$ cat src/rtl/fetch_pc_gen.sv
// fetch_pc_gen: instruction-fetch front end. Owns the fetch PC, requests
// words from the icache, queries the branch predictor for conditional
// branches, computes the predicted next PC and dispatches to the IQ.
module fetch_pc_gen #(
  parameter logic [31:0] RESET_PC = 32'h0
) (
  input  logic        clk,
  input  logic        rst_in,
  input  logic        rdy_in,
  output logic        if2icache_en,
  output logic [31:0] if2icache_PC,
  input  logic        icache2if_valid,
  input  logic [31:0] icache2if_inst,
  output logic        if2pred_en,
  output logic [31:0] if2pre_PC,
  input  logic        prediction,
  input  logic        iq_full,
  output logic        if2iq_valid,
  output logic [31:0] if2iq_inst,
  output logic [31:0] if2iq_PC,
  output logic        if2iq_pred_taken,
  output logic [31:0] if2iq_pred_PC,
  input  logic        alu2if_jalr_en,
  input  logic [31:0] alu2if_jalr_PC,
  input  logic        rob2if_flush,
  input  logic [31:0] rob2if_target
);

  typedef enum logic [1:0] {
    REDIRECT,
    FETCH,
    HOLD,
    JALR_WAIT
  } state_t;

  localparam logic [6:0] OP_BRANCH = 7'b1100011;
  localparam logic [6:0] OP_JAL    = 7'b1101111;
  localparam logic [6:0] OP_JALR   = 7'b1100111;

  state_t      state_q, state_d;
  logic [31:0] pc_q, pc_d;
  logic [31:0] held_q, held_d;
  logic        iq_valid_q, iq_valid_d;
  logic [31:0] iq_inst_q, iq_inst_d;
  logic [31:0] iq_pc_q, iq_pc_d;
  logic        iq_taken_q, iq_taken_d;
  logic [31:0] iq_pred_pc_q, iq_pred_pc_d;

  logic        dispatch;
  logic [31:0] inst;
  logic [6:0]  opcode;
  logic [31:0] imm_b, imm_j;
  logic [31:0] next_pc;
  logic        taken;

  // Decode the instruction being dispatched this cycle and its predicted successor.
  always_comb begin
    inst     = (state_q == HOLD) ? held_q : icache2if_inst;
    opcode   = inst[6:0];
    imm_b    = {{19{inst[31]}}, inst[31], inst[7], inst[30:25], inst[11:8], 1'b0};
    imm_j    = {{11{inst[31]}}, inst[31], inst[19:12], inst[20], inst[30:21], 1'b0};
    dispatch = rdy_in && !rst_in && !rob2if_flush && !iq_full &&
               (((state_q == FETCH) && icache2if_valid) || (state_q == HOLD));
    taken    = 1'b0;
    next_pc  = pc_q + 32'd4;
    case (opcode)
      OP_BRANCH: begin
        taken = prediction;
        if (prediction) next_pc = pc_q + imm_b;
      end
      OP_JAL: begin
        taken   = 1'b1;
        next_pc = pc_q + imm_j;
      end
      default: ;
    endcase
  end

  // Request, predictor-query and IQ-facing outputs.
  always_comb begin
    if2icache_en     = (state_q == FETCH);
    if2icache_PC     = if2icache_en ? pc_q : '0;
    if2pred_en       = dispatch && (opcode == OP_BRANCH);
    if2pre_PC        = if2pred_en ? pc_q : '0;
    if2iq_valid      = iq_valid_q && rdy_in;
    if2iq_inst       = iq_inst_q;
    if2iq_PC         = iq_pc_q;
    if2iq_pred_taken = iq_taken_q;
    if2iq_pred_PC    = iq_pred_pc_q;
  end

  // Next-state: flush beats everything; rdy_in low freezes every register.
  always_comb begin
    state_d      = state_q;
    pc_d         = pc_q;
    held_d       = held_q;
    iq_valid_d   = iq_valid_q;
    iq_inst_d    = iq_inst_q;
    iq_pc_d      = iq_pc_q;
    iq_taken_d   = iq_taken_q;
    iq_pred_pc_d = iq_pred_pc_q;
    if (rdy_in) begin
      if (rob2if_flush) begin
        pc_d       = rob2if_target;
        state_d    = REDIRECT;
        iq_valid_d = 1'b0;
      end else begin
        iq_valid_d = dispatch;
        case (state_q)
          REDIRECT: state_d = FETCH;
          FETCH: begin
            if (icache2if_valid && iq_full) begin
              held_d  = icache2if_inst;
              state_d = HOLD;
            end
          end
          HOLD: ;
          JALR_WAIT: begin
            if (alu2if_jalr_en) begin
              pc_d    = alu2if_jalr_PC;
              state_d = FETCH;
            end
          end
          default: state_d = REDIRECT;
        endcase
        if (dispatch) begin
          iq_inst_d    = inst;
          iq_pc_d      = pc_q;
          iq_taken_d   = taken;
          iq_pred_pc_d = next_pc;
          pc_d         = next_pc;
          state_d      = (opcode == OP_JALR) ? JALR_WAIT : FETCH;
        end
      end
    end
  end

  // State and datapath registers.
  always_ff @(posedge clk) begin
    if (rst_in) begin
      state_q      <= REDIRECT;
      pc_q         <= RESET_PC;
      held_q       <= '0;
      iq_valid_q   <= 1'b0;
      iq_inst_q    <= '0;
      iq_pc_q      <= '0;
      iq_taken_q   <= 1'b0;
      iq_pred_pc_q <= '0;
    end else begin
      state_q      <= state_d;
      pc_q         <= pc_d;
      held_q       <= held_d;
      iq_valid_q   <= iq_valid_d;
      iq_inst_q    <= iq_inst_d;
      iq_pc_q      <= iq_pc_d;
      iq_taken_q   <= iq_taken_d;
      iq_pred_pc_q <= iq_pred_pc_d;
    end
  end

endmodule
$ cat config.mk
export PLATFORM = sky130hd
export DESIGN_NAME = fetch_pc_gen
export DESIGN_NICKNAME = d
export VERILOG_FILES = /design/src/rtl/fetch_pc_gen.sv
export SDC_FILE = /design/constraint.sdc
export NUM_CORES = 1
export LEC_CHECK = 0
export ABC_CLOCK_PERIOD_IN_PS = 4100
export CAP_MARGIN = 20
export CORE_AREA = 2 2 132 198
export DETAILED_ROUTE_END_ITERATION = 8
export DIE_AREA = 0 0 134 200
export HOLD_SLACK_MARGIN = 0.1
export PLACE_DENSITY = 0.75
export RECOVER_POWER = 100
export SYNTH_ARGS = -nofsm -noshare
export SYNTH_HDL_FRONTEND = slang
export SYNTH_SLANG_ARGS = --single-unit
$ cat constraint.sdc
create_clock -name clk -period 4.1 [get_ports clk]
set_input_delay 1.23 -clock clk [delete_from_list [all_inputs] [get_ports clk]]
set_output_delay 1.23 -clock clk [all_outputs]
set_load 0.05 [all_outputs]
======== Yosys cells after proc, flatten, opt, wreduce, memory -nomap -nowiden ========
Index checks and enable logic that the tools add are counted.
word-level totals
  bits of input ports ..................... 104
  word-level logic and storage cells ...... 57
  register bits ........................... 164
  output and inout port bits .............. 164
operators by class
  equality and inequality tests ........... 8
  reduce and logical (&&, ||, !) cells .... 20
  bitwise logic cells ..................... 1
  mux-type cells .......................... 17
  add/subtract/negate cells ............... 3
operator list
  cell                                                 count
  2-to-1 mux 32 bit                                    8
  adder 32 bit                                         2
  case mux 32 bit (2 select lines)                     1
  adder 32 x 3 -> 32 bit, second input constant        1
  equality test 7 bit, second input constant           3
  2-to-1 mux 2 bit                                     5
  logical AND 1 bit                                    8
  AND reduction 4 bit                                  2
  case mux 2 bit (3 select lines)                      1
  AND reduction 3 bit                                  2
  nonzero test 3 bit                                   2
  nonzero test 5 bit                                   1
  equality test 2 bit, second input constant           2
  != test 4 x 1 -> 1 bit, second input constant        1
  != test 4 bit, second input constant                 1
  logical NOT 1 bit                                    3
  equality test 2 x 1 -> 1 bit, second input constant  1
  logical NOT 2 bit                                    1
  case mux 1 bit (2 select lines)                      1
  logical OR 1 bit                                     1
  2-to-1 mux 1 bit                                     1
  NOT 1 bit                                            1

======== Longest topological paths before layout ========
  depth after elaboration ................. 7
  mapped depth ............................ 18
  mapped depth without buffers ............ 15

======== Least setup slack after synthesis ========
No wires, ideal clock.
  path type ............................... input-to-output
  start ................................... input port rob2if_flush
  end ..................................... output port if2pre_PC[22]
  path slack .............................. -353 ps
  path buffers ............................ 1
  arrival time ............................ 3223 ps
  required time ........................... 2870 ps
  stages .................................. 6
  path through ............................ nand2b_1 > or3_1 > a21oi_1 > and3_1 > clkbuf_1 > and2_1
between the ends
  longest elaborated chain between the ends .. 6
RTL lines
  what                             line  source
  start: declaration               25    input logic rob2if_flush,
  logical NOT 1 bit                62    dispatch = rdy_in && !rst_in && !rob2if_flush && !iq_full &&
  logical AND 1 bit (3 in series)  62
  logical AND 1 bit                83    if2pred_en = dispatch && (opcode == OP_BRANCH);
  named net if2pred_en             14    output logic if2pred_en,
  2-to-1 mux 32 bit                84    if2pre_PC = if2pred_en ? pc_q : '0;
  end: declaration                 15    output logic [31:0] if2pre_PC,
The timed path passes the listed nets, and every way through them passes these cells.

======== Worst setup path in the final report ========
  start ................................... input port rob2if_flush
  end ..................................... output port if2pre_PC[17]
between the ends
  longest elaborated chain between the ends .. 6
RTL lines
  what                             line
  logical NOT 1 bit                62
  logical AND 1 bit (3 in series)  62
  logical AND 1 bit                83
  2-to-1 mux 32 bit                84
No other way between the ends.

==> qor_table.md <==
| Metric | This run |
|---|---|
| Nets | 2208 |
| Average footprint of a synthesized cell | 7.017 um^2 |
| Share of the cycle needed by the critical path after routing | 99.20% |
| Overall die width | 134 um |
| Actual transition at the worst max-transition pin | 1882 ps |
| Sequential fraction of the synthesis area | 29.40% |
| Post-layout instance area | 0.01722 mm^2 |
| Worst Hold End | if2iq_PC[17] |
| Largest net degree at the start of global routing | 99 |
| Skew final | 14.11 ps |
| IO Pins | 268 |
| Final number of setup-violating endpoints | 0 |
| Count of flip-flops with a built-in enable after synthesis | 0 |
| Delay of the slowest critical-path stage | 400 ps |
| Lkg Pwr | 7.475 nW |
| Worst reg2reg setup slack | 200 ps |
| Number of distinct library cells after synthesis | 80 |
| Startpoint class of the critical path | input port |
| Max Cap Viol | 1 |
| Critical path type | input port to output port |
| Worst reg2reg path endpoint | pc_q[31] |
| CTS Sinks | 163 |
| Antenna violations before repair | 1 |
| Gate count after technology mapping | 1582 |
| Remaining global-route overflow | 0 |
| CTS tree | yes |
| Worst path top cell family by delay | simple AND/OR/NAND/NOR gates |
| Ys async rst share | 0% |
| Core outline area | 0.02496 mm^2 |
| Drt total wl | 50.50 mm |
| Worst r2r path cells | 15 |
| DPL Wire Length | 37.09 mm |
| Antenna fix cells | 0 |
| Critical path data arrival time | 2840 ps |
| Ratio of cells with drive above 1 in the final layout | 23.46% |
| Layout Area Growth over Synthesis | 55.14% |
| WP buf/inv | 4 |
| Routed length per placed instance | 21.09 um |
| Worst hold slack | 451.3 ps |
| Nature of the critical path endpoint | output port |
| Port bufs | 267 |
| Starting density of the core | 44.47% |
| Highest clock rate | 245.9 MHz |
| # hold bufs at CTS | 0 |
| Most frequent cell on the critical path | sky130_fd_sc_hd__buf_6 |
| Height of the die | 200 um |
| Clock root buffer | sky130_fd_sc_hd__clkbuf_16 |
| Sum Neg Setup Slack | 0 ps |
| First-pass GRT wire length | 74.13 mm |
| Violations in the final reports | max-capacitance violations, max-slew violations |
| Start of the worst register-to-register path | state_q[0] |
| Total nets after synthesis | 1736 |
| Post-CTS clock slew at the launch and capture registers of the worst setup and hold paths | 70 ps |
| Max stage delay cell, worst path | sky130_fd_sc_hd__or3_4 |
| Worst hold start | if2iq_PC[17] |
| CTS Buf Count | 17 |
| Largest buffer count on any clock path | 2 |
| Vias in the first global route | 13645 |
| Cells traversed along the worst timing path | buf_6 -> nand2b_4 -> or3_4 -> a21oi_4 -> and3_4 -> buf_6 -> buf_12 -> and2_4 -> buf_6 |
| Minimum clock period after layout | 4067 ps |
| Count of synthesis-stage warnings from yosys | 0 |
| CTS H-tree depth | 4 |
| Final-report hold violation count | 0 |
| Max-slew violation count | 33 |
| Worst slew margin | -25.45% |
| Run status | finished, violations left |
| Placed instance area | 0.01629 mm^2 |
| GRT Overall Usage | 36.17% |
| Combined area of all synthesized cells | 0.01110 mm^2 |
| Post-synth top flop | sky130_fd_sc_hd__dfxtp_1 |
| Total die area | 0.02680 mm^2 |
| WHS Path Cells | 2 |
| Final routed DRC violation total | 0 |
| Clock latency reported for the late side of the worst-skew pair | 460 ps |
| Vias | 14017 |
| Routability cong. | 1.080 |
| Initial DRC count | 988 |
| Power per cell area | 262.7 mW/mm^2 |
| Critical Path RT | 2870 ps |
| Critical-path maximum fanout | 5 |
| Peak ir drop on the vdd network | 0.3134 mV |
| Num rows | 71 |
| Number of iterations in the first detailed-routing pass | 6 |
| Routed Antenna Nets | 0 |
| Mean number of vias per cell | 5.853 |
| Flop and latch count out of synthesis | 163 |
| Hold Path Class | flip-flop to flip-flop |
what timing repair did:
item	CTS	global route
pin swaps	12	33
setup endpoints to repair	45	72
buffers inserted	9	14
cloned	4	0
resized for setup	80	75
worst reg2reg max path, stage by stage (launching register included):
cell and delay, ps:
sky130_fd_sc_hd__dfxtp_1 470, sky130_fd_sc_hd__nand2b_1 180, sky130_fd_sc_hd__buf_4 160, sky130_fd_sc_hd__mux2i_4 330
sky130_fd_sc_hd__clkinvlp_4 300, sky130_fd_sc_hd__ha_2 380, sky130_fd_sc_hd__o21ai_0 180, sky130_fd_sc_hd__nand2b_1 70
sky130_fd_sc_hd__a21oi_1 240, sky130_fd_sc_hd__a41oi_1 110, sky130_fd_sc_hd__a31oi_4 310, sky130_fd_sc_hd__mux2i_2 260
sky130_fd_sc_hd__o2111ai_2 130, sky130_fd_sc_hd__a311oi_2 370, sky130_fd_sc_hd__buf_4 180, sky130_fd_sc_hd__o22ai_1 70
through the flow:
stage / cells / setup slack, ps / total power [mW] / utilization (%)
after detailed placement: 2340 / -701.3 / 2.845 / 65.25
final: 2395 / 32.61 / 4.524 / 68.99
after global routing: 2395 / -38.59 / 4.662 / 68.99
after global placement: 2340 / -670.5 / 2.831 / 65.25
after CTS: 2385 / -20.90 / 4.435 / 68.86
after floorplan: 1582 / 50.41 / 2.233 / -
Yosys cell counts (4+ instances only):
| cell | n | area [um^2] |
|---|---|---|
| sky130_fd_sc_hd__nand2_1 | 375 | 1408 |
| sky130_fd_sc_hd__a21oi_1 | 207 | 1036 |
| sky130_fd_sc_hd__dfxtp_1 | 163 | 3263 |
| sky130_fd_sc_hd__nor2_1 | 126 | 473.0 |
| sky130_fd_sc_hd__clkbuf_1 | 109 | 409.1 |
| sky130_fd_sc_hd__and2_1 | 78 | 488.0 |
| sky130_fd_sc_hd__o21ai_0 | 59 | 295.3 |
| sky130_fd_sc_hd__ha_1 | 48 | 600.6 |
| sky130_fd_sc_hd__a311oi_1 | 28 | 245.2 |
| sky130_fd_sc_hd__xor2_1 | 28 | 245.2 |
| sky130_fd_sc_hd__nand3_1 | 25 | 125.1 |
| sky130_fd_sc_hd__inv_1 | 24 | 90.09 |
| sky130_fd_sc_hd__nand4_1 | 23 | 143.9 |
| sky130_fd_sc_hd__xnor2_1 | 20 | 175.2 |
| sky130_fd_sc_hd__o211ai_1 | 18 | 135.1 |
| sky130_fd_sc_hd__nor3_1 | 17 | 85.08 |
| sky130_fd_sc_hd__o22ai_1 | 16 | 100.1 |
| sky130_fd_sc_hd__a211oi_1 | 14 | 105.1 |
| sky130_fd_sc_hd__a21o_1 | 14 | 105.1 |
| sky130_fd_sc_hd__and3_1 | 12 | 75.07 |
| sky130_fd_sc_hd__mux2i_1 | 12 | 120.1 |
| sky130_fd_sc_hd__nand2b_1 | 10 | 62.56 |
| sky130_fd_sc_hd__o21bai_1 | 9 | 67.56 |
| sky130_fd_sc_hd__a22oi_1 | 8 | 60.06 |
| sky130_fd_sc_hd__nor2b_1 | 8 | 50.05 |
| sky130_fd_sc_hd__a2111oi_0 | 7 | 61.31 |
| sky130_fd_sc_hd__o31ai_1 | 7 | 52.55 |
| sky130_fd_sc_hd__or3_1 | 7 | 43.79 |
| sky130_fd_sc_hd__a311o_1 | 5 | 50.05 |
| sky130_fd_sc_hd__buf_1 | 5 | 18.77 |
| sky130_fd_sc_hd__buf_2 | 5 | 25.02 |
| sky130_fd_sc_hd__o2111ai_1 | 5 | 43.79 |
| sky130_fd_sc_hd__o21a_1 | 5 | 37.54 |
| sky130_fd_sc_hd__a21boi_0 | 4 | 30.03 |
| sky130_fd_sc_hd__a221oi_1 | 4 | 35.03 |
| sky130_fd_sc_hd__a2bb2oi_1 | 4 | 35.03 |
| sky130_fd_sc_hd__and4_1 | 4 | 35.03 |
| sky130_fd_sc_hd__nor4_1 | 4 | 25.02 |
| sky130_fd_sc_hd__o211a_1 | 4 | 40.04 |
| sky130_fd_sc_hd__or2_2 | 4 | 25.02 |
routing by layer:
metal | global-route usage, % | part of all wire, % | vias to the layer above
met5 | 0 | 0 | -
met4 | 29.43 | 8.9 | 0
met3 | 5.707 | 5.1 | 255
met2 | 66.00 | 52 | 643
met1 | 36.20 | 34 | 6637
li1 | - | - | 6482
cell families (layout without fill, tap and decap cells):
| family | after synthesis | count (layout) | synth area share [%] |
|---|---|---|---|
| AO/OA/AOI/OAI | 453 | 453 | 25.99 |
| AND/OR/NAND/NOR | 708 | 708 | 28.70 |
| flip-flops | 163 | 163 | 29.40 |
| XOR/XNOR | 48 | 48 | 3.787 |
| buffers and inverters | 147 | 632 | 5.173 |
| multiplexers | 13 | 13 | 1.184 |
| adder cells (fa/ha/maj) | 50 | 50 | 5.771 |
worst max-delay path by stage:
stage,start,to,slack (ps),depth (start not counted)
5_1_grt,icache2if_inst[20],pc_q[20],-40,14
2_1_floorplan,rob2if_flush,if2pre_PC[22],50,6
3_5_place_dp,icache2if_inst[31],if2iq_pred_PC[31],-700,16
3_3_place_gp,icache2if_inst[31],if2iq_pred_PC[31],-670,14
6_report,rob2if_flush,if2pre_PC[17],30,9
4_1_cts,rob2if_flush,if2pre_PC[6],-20,10
where the power goes:
part           switching [mW]  internal (mW)  total (mW)
combinational           0.669          0.581        1.25
clock                   0.730          0.876        1.61
sequential             0.0589           1.61        1.67
placed cells by master, fill, tap and decap left out, types with 10 or more instances in the layout:
cell                              instances
sky130_fd_sc_hd__a211oi_1                10
sky130_fd_sc_hd__a21o_1                  14
sky130_fd_sc_hd__a21oi_1                193
sky130_fd_sc_hd__a21oi_2                 10
sky130_fd_sc_hd__a311oi_1                25
sky130_fd_sc_hd__and2_1                  44
sky130_fd_sc_hd__and2_4                  32
sky130_fd_sc_hd__and3_1                  11
sky130_fd_sc_hd__buf_12                  17
sky130_fd_sc_hd__buf_4                  281
sky130_fd_sc_hd__buf_6                   29
sky130_fd_sc_hd__clkbuf_16               17
sky130_fd_sc_hd__clkdlybuf4s50_1         85
sky130_fd_sc_hd__dfxtp_1                163
sky130_fd_sc_hd__dlygate4sd3_1          130
sky130_fd_sc_hd__ha_1                    39
sky130_fd_sc_hd__inv_1                   23
sky130_fd_sc_hd__nand2_1                368
sky130_fd_sc_hd__nand3_1                 25
sky130_fd_sc_hd__nand4_1                 23
sky130_fd_sc_hd__nor2_1                 124
sky130_fd_sc_hd__nor3_1                  16
sky130_fd_sc_hd__o211ai_1                18
sky130_fd_sc_hd__o21ai_0                 46
sky130_fd_sc_hd__o21ai_1                 14
sky130_fd_sc_hd__o22ai_1                 16
sky130_fd_sc_hd__xnor2_1                 20
sky130_fd_sc_hd__xor2_1                  28
sequential cells by signal (all words and copies together) (netlist names):
name / count
if2iq_inst: 32
iq_valid_q: 1
if2iq_pred_PC: 31
state_q: 2
held_q: 32
if2iq_PC: 32
if2iq_pred_taken: 1
pc_q: 32
cell type report:
class	count	area (um^2)
flip-flops and latches	163	3263
multi-input cells	1272	7711
clock inverters	13	125.1
well taps	328	410.4
fillers	2106	7741
inverters	24	90.09
repair inverters	1	7.507
clock buffers	19	452.9
repair buffers	575	5161
No activity file was read; power rests on OpenSTA's default activity.
